**src/rtl/facto_pkg.sv**
```systemverilog
// Shared definitions for the factorial-accelerator host master: register map,
// FSM encoding, opdone status codes and the default accelerator base address.
package facto_pkg;

  localparam logic [15:0] DEFAULT_BASE_ADDR = 16'h7000;

  localparam logic [15:0] OFF_OPSTART  = 16'h0000;
  localparam logic [15:0] OFF_OPCLEAR  = 16'h0008;
  localparam logic [15:0] OFF_OPDONE   = 16'h0010;
  localparam logic [15:0] OFF_INTREN   = 16'h0018;
  localparam logic [15:0] OFF_OPERAND  = 16'h0020;
  localparam logic [15:0] OFF_RESULT_H = 16'h0028;
  localparam logic [15:0] OFF_RESULT_L = 16'h0030;

  localparam logic [1:0] OPDONE_BUSY = 2'b10;
  localparam logic [1:0] OPDONE_DONE = 2'b11;

  typedef enum logic [4:0] {
    IDLE    = 5'd0,
    W_CLR1  = 5'd1,
    W_CLR0  = 5'd2,
    W_OPND  = 5'd3,
    W_IEN   = 5'd4,
    W_START = 5'd5,
    WAIT    = 5'd6,
    R_H     = 5'd7,
    R_H_D   = 5'd8,
    R_L     = 5'd9,
    R_L_D   = 5'd10,
    C_CLR1  = 5'd11,
    C_CLR0  = 5'd12,
    C_STOP  = 5'd13,
    OUT     = 5'd14,
    P_RD    = 5'd15,
    P_RD_D  = 5'd16
  } state_t;

  function automatic logic [15:0] reg_addr(input logic [15:0] base, input logic [15:0] off);
    return base + off;
  endfunction

endpackage

```
**src/rtl/facto_timeout_cnt.sv**
```systemverilog
// Loadable saturating down-counter; zero flags expiry of a loaded interval.
module facto_timeout_cnt #(
  parameter int W = 32
) (
  input  logic         clk,
  input  logic         reset_n,
  input  logic         load,
  input  logic [W-1:0] value,
  input  logic         en,
  output logic         zero
);

  logic [W-1:0] count;

  // load takes priority over counting; the count parks at zero
  always_ff @(posedge clk) begin
    if (!reset_n) begin
      count <= {W{1'b0}};
    end else if (load) begin
      count <= value;
    end else if (en && (count != {W{1'b0}})) begin
      count <= count - {{(W-1){1'b0}}, 1'b1};
    end else begin
      count <= count;
    end
  end

  assign zero = (count == {W{1'b0}});

endmodule

```
**src/rtl/facto_host_master.sv**
```systemverilog
// Bus master driving one factorial accelerator. Define FACTO_HOST_MASTER_POLL_EN
// to poll opdone instead of using the accelerator interrupt.
module facto_host_master
  import facto_pkg::*;
#(
  parameter logic [15:0] BASE_ADDR     = DEFAULT_BASE_ADDR,
  parameter logic [31:0] TIMEOUT       = 32'd100000,
  parameter logic [15:0] POLL_INTERVAL = 16'd16
) (
  input  logic        clk,
  input  logic        reset_n,
  input  logic        cmd_valid,
  input  logic [63:0] cmd_operand,
  output logic        cmd_ready,
  output logic        res_valid,
  input  logic        res_ready,
  output logic [63:0] res_h,
  output logic [63:0] res_l,
  output logic        res_err,
  output logic        m_req,
  input  logic        m_grant,
  output logic        m_sel,
  output logic        m_wr,
  output logic [15:0] m_addr,
  output logic [63:0] m_dout,
  input  logic [63:0] m_din,
  input  logic        interrupt
);

  state_t      state, next_state, adv;
  logic [63:0] operand, wdata;
  logic [15:0] off;
  logic        bus_cyc, wr_cyc, tmo_fire;
  logic        tmo_load, tmo_en, tmo_zero;

`ifdef FACTO_HOST_MASTER_POLL_EN
  localparam logic [63:0] IEN_VALUE = 64'd0;
  logic poll_load, poll_en, poll_zero;
  logic unused_irq;

  assign unused_irq = interrupt;
  assign poll_en    = (state == WAIT);
  assign poll_load  = ((state == W_START) && m_grant) ||
                      ((state == P_RD_D) && (m_din[1:0] != OPDONE_DONE));

  facto_timeout_cnt #(.W(16)) u_poll_cnt (
    .clk     (clk),
    .reset_n (reset_n),
    .load    (poll_load),
    .value   (POLL_INTERVAL - 16'd1),
    .en      (poll_en),
    .zero    (poll_zero)
  );
`else
  localparam logic [63:0] IEN_VALUE = 64'd1;
  logic unused_poll;

  assign unused_poll = ^POLL_INTERVAL;
`endif

  // Timeout keeps running across poll reads so polling cannot extend it
  assign tmo_load = (state == W_START) && m_grant;
  assign tmo_en   = (state == WAIT) || (state == P_RD) || (state == P_RD_D);

  facto_timeout_cnt #(.W(32)) u_tmo_cnt (
    .clk     (clk),
    .reset_n (reset_n),
    .load    (tmo_load),
    .value   (TIMEOUT - 32'd1),
    .en      (tmo_en),
    .zero    (tmo_zero)
  );

  assign cmd_ready = reset_n && (state == IDLE);
  assign res_valid = (state == OUT);

  // State register
  always_ff @(posedge clk) begin
    if (!reset_n) begin
      state <= IDLE;
    end else begin
      state <= next_state;
    end
  end

  // Next state and bus drive; address-phase states only advance when granted
  always_comb begin
    next_state = state;
    m_req      = 1'b0;
    m_sel      = 1'b0;
    m_wr       = 1'b0;
    m_addr     = 16'h0000;
    m_dout     = 64'd0;
    bus_cyc    = 1'b0;
    wr_cyc     = 1'b0;
    off        = OFF_OPSTART;
    wdata      = 64'd0;
    adv        = state;
    tmo_fire   = 1'b0;

    case (state)
      W_CLR1:  begin bus_cyc = 1'b1; wr_cyc = 1'b1; off = OFF_OPCLEAR; wdata = 64'd1;     adv = W_CLR0;  end
      W_CLR0:  begin bus_cyc = 1'b1; wr_cyc = 1'b1; off = OFF_OPCLEAR; wdata = 64'd0;     adv = W_OPND;  end
      W_OPND:  begin bus_cyc = 1'b1; wr_cyc = 1'b1; off = OFF_OPERAND; wdata = operand;   adv = W_IEN;   end
      W_IEN:   begin bus_cyc = 1'b1; wr_cyc = 1'b1; off = OFF_INTREN;  wdata = IEN_VALUE; adv = W_START; end
      W_START: begin bus_cyc = 1'b1; wr_cyc = 1'b1; off = OFF_OPSTART; wdata = 64'd1;     adv = WAIT;    end
      R_H:     begin bus_cyc = 1'b1; off = OFF_RESULT_H; adv = R_H_D;  end
      R_L:     begin bus_cyc = 1'b1; off = OFF_RESULT_L; adv = R_L_D;  end
      P_RD:    begin bus_cyc = 1'b1; off = OFF_OPDONE;   adv = P_RD_D; end
      C_CLR1:  begin bus_cyc = 1'b1; wr_cyc = 1'b1; off = OFF_OPCLEAR; wdata = 64'd1;     adv = C_CLR0;  end
      C_CLR0:  begin bus_cyc = 1'b1; wr_cyc = 1'b1; off = OFF_OPCLEAR; wdata = 64'd0;     adv = C_STOP;  end
      C_STOP:  begin bus_cyc = 1'b1; wr_cyc = 1'b1; off = OFF_OPSTART; wdata = 64'd0;     adv = OUT;     end
      default: begin bus_cyc = 1'b0; end
    endcase

    if (bus_cyc) begin
      m_req  = 1'b1;
      m_sel  = m_grant;
      m_wr   = wr_cyc;
      m_addr = reg_addr(BASE_ADDR, off);
      m_dout = wdata;
      if (m_grant) begin
        next_state = adv;
      end else begin
        next_state = state;
      end
    end else begin
      case (state)
        IDLE: begin
          m_req = cmd_valid;
          if (cmd_valid) begin
            next_state = W_CLR1;
          end else begin
            next_state = IDLE;
          end
        end
`ifdef FACTO_HOST_MASTER_POLL_EN
        WAIT: begin
          if (tmo_zero) begin
            m_req = 1'b1; tmo_fire = 1'b1; next_state = C_CLR1;
          end else if (poll_zero) begin
            m_req = 1'b1; next_state = P_RD;
          end else begin
            next_state = WAIT;
          end
        end
        P_RD_D: begin
          if (m_din[1:0] == OPDONE_DONE) begin
            m_req = 1'b1; next_state = R_H;
          end else begin
            next_state = WAIT;
          end
        end
`else
        WAIT: begin
          if (interrupt) begin
            m_req = 1'b1; next_state = R_H;
          end else if (tmo_zero) begin
            m_req = 1'b1; tmo_fire = 1'b1; next_state = C_CLR1;
          end else begin
            next_state = WAIT;
          end
        end
`endif
        R_H_D: begin m_req = 1'b1; next_state = R_L;    end
        R_L_D: begin m_req = 1'b1; next_state = C_CLR1; end
        OUT: begin
          if (res_ready) begin
            next_state = IDLE;
          end else begin
            next_state = OUT;
          end
        end
        default: next_state = IDLE;
      endcase
    end
  end

  // Operand latch and result capture; results only change outside OUT
  always_ff @(posedge clk) begin
    if (!reset_n) begin
      operand <= 64'd0;
      res_h   <= 64'd0;
      res_l   <= 64'd0;
      res_err <= 1'b0;
    end else begin
      case (state)
        IDLE: begin
          if (cmd_valid) begin
            operand <= cmd_operand;
            res_err <= 1'b0;
          end
        end
        R_H_D: res_h <= m_din;
        R_L_D: res_l <= m_din;
        WAIT: begin
          if (tmo_fire) begin
            res_err <= 1'b1;
            res_h   <= 64'd0;
            res_l   <= 64'd0;
          end
        end
        default: ;
      endcase
    end
  end

endmodule

```
**config.mk**
```make
export PLATFORM = sky130hd
export DESIGN_NAME = facto_host_master
export DESIGN_NICKNAME = d
export VERILOG_FILES = /design/src/rtl/facto_pkg.sv /design/src/rtl/facto_timeout_cnt.sv /design/src/rtl/facto_host_master.sv
export SDC_FILE = /design/constraint.sdc
export NUM_CORES = 1
export LEC_CHECK = 0
export ABC_AREA = 1
export CELL_PAD_IN_SITES_DETAIL_PLACEMENT = 1
export CELL_PAD_IN_SITES_GLOBAL_PLACEMENT = 1
export CORE_ASPECT_RATIO = 1.4
export CORE_MARGIN = 1
export CORE_UTILIZATION = 34
export CTS_BUF_LIST = sky130_fd_sc_hd__clkbuf_16
export CTS_CLUSTER_DIAMETER = 50
export DETAILED_ROUTE_END_ITERATION = 8
export GPL_TIMING_DRIVEN = 1
export PLACE_DENSITY = 0.87
export SYNTH_ARGS = -nofsm -noshare
export SYNTH_HDL_FRONTEND = slang
export SYNTH_SLANG_ARGS = --single-unit
```
**constraint.sdc**
```tcl
create_clock -name clk -period 3.7 [get_ports clk]
set_clock_uncertainty 0.2 [all_clocks]
set_input_delay 1.11 -clock clk [delete_from_list [all_inputs] [get_ports clk]]
set_output_delay 1.11 -clock clk [all_outputs]
set_load 0.02 [all_outputs]
```
After elaboration in Yosys (flattened, before gate mapping) --
Cells that the tools add are included.
Cells by class: bitwise operators 1, $add $sub $neg 2, equal/unequal tests 20, muxes and demuxes 31, reduce and logical (&&, ||, !) cells 23
Operators by type and width (number):
- $pmux 64 s2 | 3
- $mux 64 | 2
- $pmux 5 s11 | 1
- $eq 5x4->1 const B | 8
- $pmux 6 s6 | 1
- $mux 17 | 2
- $logic_not 32->1 | 1
- $reduce_bool 32->1 | 1
- $sub 32x1->32 const B | 1
- $pmux 5 s5 | 1
- $eq 5x3->1 const B | 4
- $add 15x16->16 const A | 1
- $mux 16 | 1
- $mux 1 | 13
- $mux 4 | 3
- $ne 12x1->1 const B | 1
- $reduce_or 11->1 | 1
- $eq 5x2->1 const B | 2
- $mux 5 | 2
- $reduce_and 2->1 | 4
- $reduce_bool 2->1 | 4
- $reduce_or 4->1 | 2
- $reduce_or 8->1 | 1
- $ne 2x2->1 const B | 3
- 10 further kinds | 14
Storage, ports and cells: flip-flop bits (word level) 230, logic and storage cells 84, output and inout port bits 214, bits of input ports 134

Depth between registers and ports, before layout --
Gate-level depths: netlist of run 1.
word-level depth 7, gate-level depth with buffers 13

By module --
A second synthesis of run 1 with hierarchy kept.
Unflattened totals: cells, all modules 1608, area total of the unflattened synthesis 10677.7 µm²
Modules (own cells, without submodules):
- facto_host_master | instances 1, cells each 1183, seq. area each 3963.8 µm², area an instance 8271.7 µm²
- facto_timeout_cnt | instances 1, cells each 425, seq. area each 640.6 µm², area an instance 2406.1 µm²

Worst setup path after synthesis of run 1 --
No wires, ideal clock.
kind input port to output port, start point input reset_n, end point output cmd_ready, slack 0.722 ns, data required time 2.390 ns, path buffers 1, arrival time 1.668 ns, cell stages on the path 3, cells stage by stage inv_2 buf_1 nor2_1
On the way: cells in the longest elaborated chain, start to end 1
RTL lines:
- from (decl) | RTL line facto_host_master.sv:11 | input logic reset_n,
- $logic_and 1x1->1 | RTL line facto_host_master.sv:74 | assign cmd_ready = reset_n && (state == IDLE);
- to (decl) | RTL line facto_host_master.sv:14 | output logic cmd_ready,
Every way passes these cells.

Worst setup path in the final report of run 1 --
start point input cmd_valid, end point output m_req
On the way: cells in the longest elaborated chain, start to end 2
RTL lines:
- from (decl) | RTL line facto_host_master.sv:12 | input logic cmd_valid,
- $pmux 1 s3 | RTL line facto_host_master.sv:128 | case (state)
- $mux 1 | RTL line facto_host_master.sv:116 | if (bus_cyc) begin
- to (decl) | RTL line facto_host_master.sv:20 | output logic m_req,
Every way passes these cells.

==> flow_summary.ini, run 1 <==
[status]
status = complete, no violations

[floorplan]
fp.dieArea_mm2 = 0.0311
die_x_um = 149
num_rows = 75
core-area_mm2 = 0.0299
die_h_um = 208
pin_count = 348
initial_core_util_pct = 34.5

[final_layout]
fin_cells = 2214
antenna_cells = 0
areaGrowthSynthToFinish_pct = 43.7
fin_area_mm2 = 0.0148
nets = 1944
drive_above_1_share_pct = 6.56

[route]
wl_per_cell_um = 17.2
drt_iter0_markers = 392
postRouteAntennaNets = 0
routed_wl_mm = 38.1
vias = 10900
avgViaCountPerCell = 4.93
drt_first_pass_iters = 4
drc = 0

[global_route]
grt_max_degree = 129
grt_pass1_wl_mm = 59.6
grt_overflow = 0
grt_use_total_pct = 24.1
grt_pass1_vias = 11500
antenna_found_initial = 0

[power_and_ir_drop]
power.internal_w = 0.00629
p_clk_share_pct = 29.7
p_switching_w = 0.00382
p_sw_share_pct = 37.8
power_leakage_nw = 6.57
power_density_mw_per_mm2 = 682
p_seq_share_pct = 31.7
ir_worst_vdd_mv = 0.405
p_comb_share_pct = 38.6

[timing]
worst_slack_ns = 0.0658
slew_violations = 0
final_hold_viol_count = 0
period_share_pct = 98.2
fin_setup_tns_ns = 0
tightest_slew_ns = 0.889
finalSetupViolations = 0
rsz0062_at_grt = false
period_minus_slack_ns = 3.63
maxSlewHeadroom_pct = 40.7
fmax_mhz = 275

[cts]
clock_latency_ns = 0.54
clkTransAtPathRegs_ns = 0.05
cts_max_level = 1
cts_buffer_depth = 3
numCtsBuffers = 29
cts-root-buf = clkbuf_16
cts_tree = built
cts-hold-fix-buffers = 0
cts_sinks = 230

[placement]
dp.final_hpwl_mm = 26.1
place_inst = 2162
preCtsSetupSlack_ns = -0.329
gp_congestion = 0.872
io_buffers = 337
placed_area_mm2 = 0.0139

[critical_path]
crit_type = primary input to primary output
path_cells = clkdlybuf4s50_1 -> inv_1 -> nor2_1 -> buf_4 -> nor2_4 -> nand3_1 -> clkdlybuf4s15_2
start_kind = primary input
cp-end-kind = primary output
critPathSlowestCell = clkdlybuf4s50_1
max_stage_delay_ns = 0.49
required_ns = 2.39
cp_max_fo = 3
critPathArrivalTime_ns = 2.32

[yosys]
yosys_warnings = 0
yosysUniqueCellTypes = 33
ys_ff_latch = 230
syn-cell-area_mm2 = 0.0103
ys_seq_area_share_pct = 44.6
syn_inst = 1511
syn_area_per_cell_um2 = 6.83

[job]
cap_violations = 0

[min_path]
worstHoldPathType = flip-flop to flip-flop
## cells in the final DEF (no fill, tap or decap), drive strengths merged
| cell type | n |
|---|---|
| o21a | 1 |
| xnor2 | 12 |
| clkbuf | 34 |
| clkinv | 12 |
| o21ai | 141 |
| inv | 174 |
| a21oi | 154 |
| bufinv | 6 |
| dlygate4sd2 | 62 |
| nor2 | 373 |
| nor3 | 2 |
| conb | 10 |
| nand3 | 94 |
| clkdlybuf4s50 | 266 |
| clkdlybuf4s15 | 2 |
| a31oi | 1 |
| nor4 | 1 |
| buf | 24 |
| clkinvlp | 1 |
| dfxtp | 230 |
| nand4 | 3 |
| nand2 | 208 |
| dlymetal6s2s | 1 |
| xor2 | 14 |
| nand3b | 1 |
| ha | 2 |
## layout make-up
type                       count  area, µm²
timing repair buffer         360       3480
fill                        3809      15100
inverter                     170        639
clock inverter                23        289
tap                          385        482
multi-input combinational   1017       4610
sequential                   230       4610
clock buffer                  29        726
## Yosys cell counts
| library cell | n | area (µm²) |
|---|---|---|
| a21oi_1 | 145 | 726 |
| a21oi_2 | 9 | 78.8 |
| a31oi_1 | 1 | 6.26 |
| buf_1 | 3 | 11.3 |
| buf_12 | 1 | 20.0 |
| buf_2 | 12 | 60.1 |
| buf_4 | 15 | 113 |
| buf_6 | 3 | 33.8 |
| buf_8 | 4 | 60.1 |
| clkbuf_1 | 65 | 244 |
| clkinv_1 | 1 | 3.75 |
| conb_1 | 1 | 3.75 |
| dfxtp_1 | 230 | 4600 |
| ha_1 | 2 | 25.0 |
| inv_1 | 162 | 608 |
| inv_2 | 7 | 26.3 |
| nand2_1 | 196 | 736 |
| nand2_2 | 11 | 68.8 |
| nand2_4 | 1 | 11.3 |
| nand3_1 | 93 | 465 |
| nand3_2 | 1 | 10.0 |
| nand3b_1 | 1 | 7.51 |
| nand4_1 | 3 | 18.8 |
| nor2_1 | 369 | 1390 |
| nor2_2 | 1 | 6.26 |
| nor2_4 | 3 | 33.8 |
| nor3_1 | 2 | 10.0 |
| nor4_1 | 1 | 6.26 |
| o21a_1 | 1 | 7.51 |
| o21ai_0 | 119 | 596 |
| o21ai_1 | 22 | 110 |
| xnor2_1 | 12 | 105 |
| xor2_1 | 14 | 123 |
## kinds of logic after synthesis
| logic type | after synthesis | share of synthesized area (%) |
|---|---|---|
| and+or+nand+nor | 682 | 26.7 |
| xor gates and xnor gates | 26 | 2.21 |
| AOI/OAI and AO/OA | 297 | 14.8 |
| other | 1 | 0.0363 |
| DFF | 230 | 44.6 |
| buffers and inverters | 273 | 11.4 |
| adders and majority gates | 2 | 0.242 |
## registers in the layout, indices dropped and copies added (netlist names)
name,flops
res_h,64
state,5
operand,64
u_tmo_cnt.count,32
res_err,1
res_l,64
## final timing paths
| path | depth (start not counted) | slack, ns | start | to |
|---|---|---|---|---|
| worst max-delay path | 7 | 0.07 | cmd_valid | m_req |
| worst min register to register | 2 | 0.25 | operand[50]$_SDFFE_PN0P_ | operand[50]$_SDFFE_PN0P_ |
| worst min-delay path | 2 | 0.25 | operand[50]$_SDFFE_PN0P_ | operand[50]$_SDFFE_PN0P_ |
| worst max register to register | 11 | 0.81 | u_tmo_cnt.count[16]$_SDFFE_PN0P_ | res_h[62]$_SDFFE_PN0P_ |
## layer usage
| layer | share of wire (%) | routed length (µm) | vias to the layer above | track usage (%) |
|---|---|---|---|---|
| met2 | 51 | 19500 | 321 | 43.6 |
| met4 | 4.6 | 1760 | 0 | 11.7 |
| met5 | 0 | 0 | - | 0 |
| li1 | - | - | 5315 | - |
| met3 | 7.4 | 2810 | 91 | 7.21 |
| met1 | 37 | 14000 | 5194 | 24.8 |
## power by group through the flow
stage / combinational [W] / sequential, W / clock, W
final: 0.00390 / 0.00321 / 0.00300
after global placement: 0.00380 / 0.00322 / 0
after floorplan: 0.00218 / 0.00348 / 0
after detailed placement: 0.00391 / 0.00325 / 0
after CTS: 0.00391 / 0.00321 / 0.00306
after global routing: 0.00427 / 0.00326 / 0.00317
## critical path, delay by kind of cell
family        cells  cell delay (ns)
buf+inv           4             0.99
simple gates      3             0.23
## repair_timing
action,4_1_cts,5_1_grt
setup endpoints to repair,69,28
buffers inserted,0,0
gates resized for setup,75,18
## per-stage QoR
stage,power (W),util [%],hold slack [ns]
floorplan,0.00566,-,0.230
detailed placement,0.00716,46.4,0.247
global route,0.0107,49.5,0.274
CTS,0.0102,49.5,0.258
global placement,0.00702,46.4,0.239
finish,0.0101,49.5,0.254
Note: power is estimated with default switching activity, not from simulation.
==> run 2: changes to the inputs <==
--- a/config.mk
+++ b/config.mk
@@ -14,8 +14,11 @@
 export CTS_BUF_LIST = sky130_fd_sc_hd__clkbuf_16
 export CTS_CLUSTER_DIAMETER = 50
 export DETAILED_ROUTE_END_ITERATION = 8
+export GPL_ROUTABILITY_DRIVEN = 0
 export GPL_TIMING_DRIVEN = 1
 export PLACE_DENSITY = 0.87
+export REMOVE_ABC_BUFFERS = 1
 export SYNTH_ARGS = -nofsm -noshare
 export SYNTH_HDL_FRONTEND = slang
 export SYNTH_SLANG_ARGS = --single-unit
+export TNS_END_PERCENT = 10
==> run 2 against run 1 <==
Against the previous run: clock power decreased by 16%; register-to-register slack better by 0.20 ns; sequential power is essentially flat; design area is 1.4% lower; die area unchanged; clock-buffer cell count down 3; first-iteration DRC count fell by 2.6%; non-clock buffer count down 7; power is 5.0% lower; setup slack gained 0.052 ns; wire length shrank 2.7%.
==> flow_summary.ini, run 2 (synthesis gave the netlist of run 1 again) <==
[floorplan]
core-area_mm2 = 0.0299
pin_count = 348
initial_core_util_pct = 34.5
die_x_um = 149
fp.dieArea_mm2 = 0.0311
num_rows = 75
die_h_um = 208

[critical_path]
crit_top_cell = nor2_1
critPathSlowestCell = clkdlybuf4s50_1
cp_max_fo = 2
crit_type = primary input to primary output
critPathArrivalTime_ns = 2.27
start_kind = primary input
max_stage_delay_ns = 0.46
required_ns = 2.39
cp-end-kind = primary output
path_cells = clkdlybuf4s50_1 -> inv_1 -> nor2_1 -> nor2_1 -> nand3_1 -> buf_4

[global_route]
antenna_found_initial = 2
grt_busiest_layer = met2
grt_overflow = 0
grt_use_total_pct = 23.5
grtUsageMet1_pct = 24.2
grt_max_degree = 129
use_met2_pct = 42.7
grt_pass1_vias = 11300
grt_pass1_wl_mm = 58.2
grtUsageMet3_pct = 7.37

[final_layout]
nets = 1934
most-common-layout-cells = nor2_1, clkdlybuf4s50_1, dfxtp_1
fin_cells = 2205
fin_area_mm2 = 0.0146
final_core_util_pct = 48.9
fillers = 3817
final_common_cell = nor2_1
drive_above_1_share_pct = 5.50
reg_top3 = operand: 64 flops, res_h: 64 flops, res_l: 64 flops
areaGrowthSynthToFinish_pct = 41.7

[route]
postRouteAntennaNets = 0
vias = 10900
drt_first_pass_iters = 5
wl_per_cell_um = 16.8
avgViaCountPerCell = 4.93
drc = 0
routed_wl_mm = 37.0
drt_iter0_markers = 382

[timing]
worst_slack_ns = 0.118
final_hold_viol_count = 0
finalSetupViolations = 0
slew_violations = 0
tightest_slew_ns = 0.897
fmax_mhz = 279
period_share_pct = 96.8
period_minus_slack_ns = 3.58
maxSlewHeadroom_pct = 40.2

[power_and_ir_drop]
ir_worst_vdd_mv = 0.394
power_density_mw_per_mm2 = 656
power_leakage_nw = 6.51

[placement]
placed_area_mm2 = 0.0139
preCtsSetupSlack_ns = 0.132
io_buffers = 337
dp.final_hpwl_mm = 26.3
place_inst = 2155

[cts]
cts_tree = built
cts-root-buf = clkbuf_16
postCtsSetupRepairBufs = 0
cts_max_level = 1
clock_latency_ns = 0.54
cts_buffer_depth = 3
clkTransAtPathRegs_ns = 0.06
cts_sinks = 230
numCtsBuffers = 26

[min_path]
worstHoldPathType = flip-flop to flip-flop

[job]
cap_violations = 0

[status]
status = complete, no violations
-- run 2: cell count changes in the layout (fill, tap and decap cells not counted), moves of 2 or more --
cell	previous run	this run
bufinv_16	6	2
diode_2	0	2
dlymetal6s2s_1	1	3
clkbuf_2	5	0
clkinv_4	4	0
buf_12	3	5
clkbuf_16	29	26
inv_1	164	168
dlygate4sd2_1	62	67
clkinvlp_4	1	3
clkdlybuf4s50_1	266	263
buf_4	21	14
nor2_4	5	3
-- run 2: per-layer routing --
layer / routed length (µm) / vias up / share of wire [%]
met2: 19100 / 345 / 52
met1: 13500 / 5155 / 36
li1: - / 5283 / -
met5: 0 / - / 0
met4: 1430 / 0 / 3.9
met3: 2980 / 83 / 8.1
-- run 2: critical path: cells and delay by family --
family	cells	cell delay, ns
buffers and inverters	3	0.66
and+or+nand+nor	3	0.50
-- run 2: final timing paths --
path                              startpoint  slack, ns                       end  depth (start not counted)
max                                cmd_valid       0.12                     m_req                          6
min                 operand[22]$_SDFFE_PN0P_       0.26  operand[22]$_SDFFE_PN0P_                          2
max reg2reg  u_tmo_cnt.count[0]$_SDFFE_PN0P_       1.01     res_l[4]$_SDFFE_PN0P_                         12
min reg2reg         operand[22]$_SDFFE_PN0P_       0.26  operand[22]$_SDFFE_PN0P_                          2
-- run 2: layout make-up --
| cell class | instances | area [µm²] | area share, % |
|---|---|---|---|
| inverters | 170 | 638 | 4.36 |
| flip-flops and latches | 230 | 4610 | 31.5 |
| diodes | 2 | 5.00 | 0.0342 |
| clock inverters | 22 | 179 | 1.22 |
| repair buffers | 353 | 3470 | 23.7 |
| multi-input cells | 1017 | 4590 | 31.4 |
| well taps | 385 | 482 | 3.29 |
| clock buffers | 26 | 651 | 4.45 |
-- run 2: repair_timing --
| item | 4_1_cts | 5_1_grt |
|---|---|---|
| hold buffers | 0 | 0 |
| pin swaps | 0 | 0 |
| cloned | 0 | 0 |
| endpoints found under the setup margin | 69 | 8 |
| endpoints found under the hold margin | 0 | 0 |
| resized for setup | 71 | 7 |
-- run 2: report_power, final --
group / internal (W) / switching [W]
sequential: 0.00297 / 0.000241
clock: 0.00143 / 0.00110
combinational: 0.00143 / 0.00243
-- run 2: metrics by stage --
step | power, W | TNS [ns] | hold slack (ns)
finish | 0.00960 | 0 | 0.258
global route | 0.0102 | -0.00754 | 0.279
CTS | 0.00971 | 0 | 0.262
detailed placement | 0.00716 | 0 | 0.250
global placement | 0.00703 | 0 | 0.241
floorplan | 0.00548 | -58.23 | 0.229
==> run 3: changes to the inputs <==
--- a/config.mk
+++ b/config.mk
@@ -16,6 +16,7 @@
 export DETAILED_ROUTE_END_ITERATION = 8
 export GPL_ROUTABILITY_DRIVEN = 0
 export GPL_TIMING_DRIVEN = 1
+export HOLD_SLACK_MARGIN = 0.12
 export PLACE_DENSITY = 0.87
 export REMOVE_ABC_BUFFERS = 1
 export SYNTH_ARGS = -nofsm -noshare
==> results of run 3 <==
No change in the layout: final DEF, timing and power equal those of run 2.
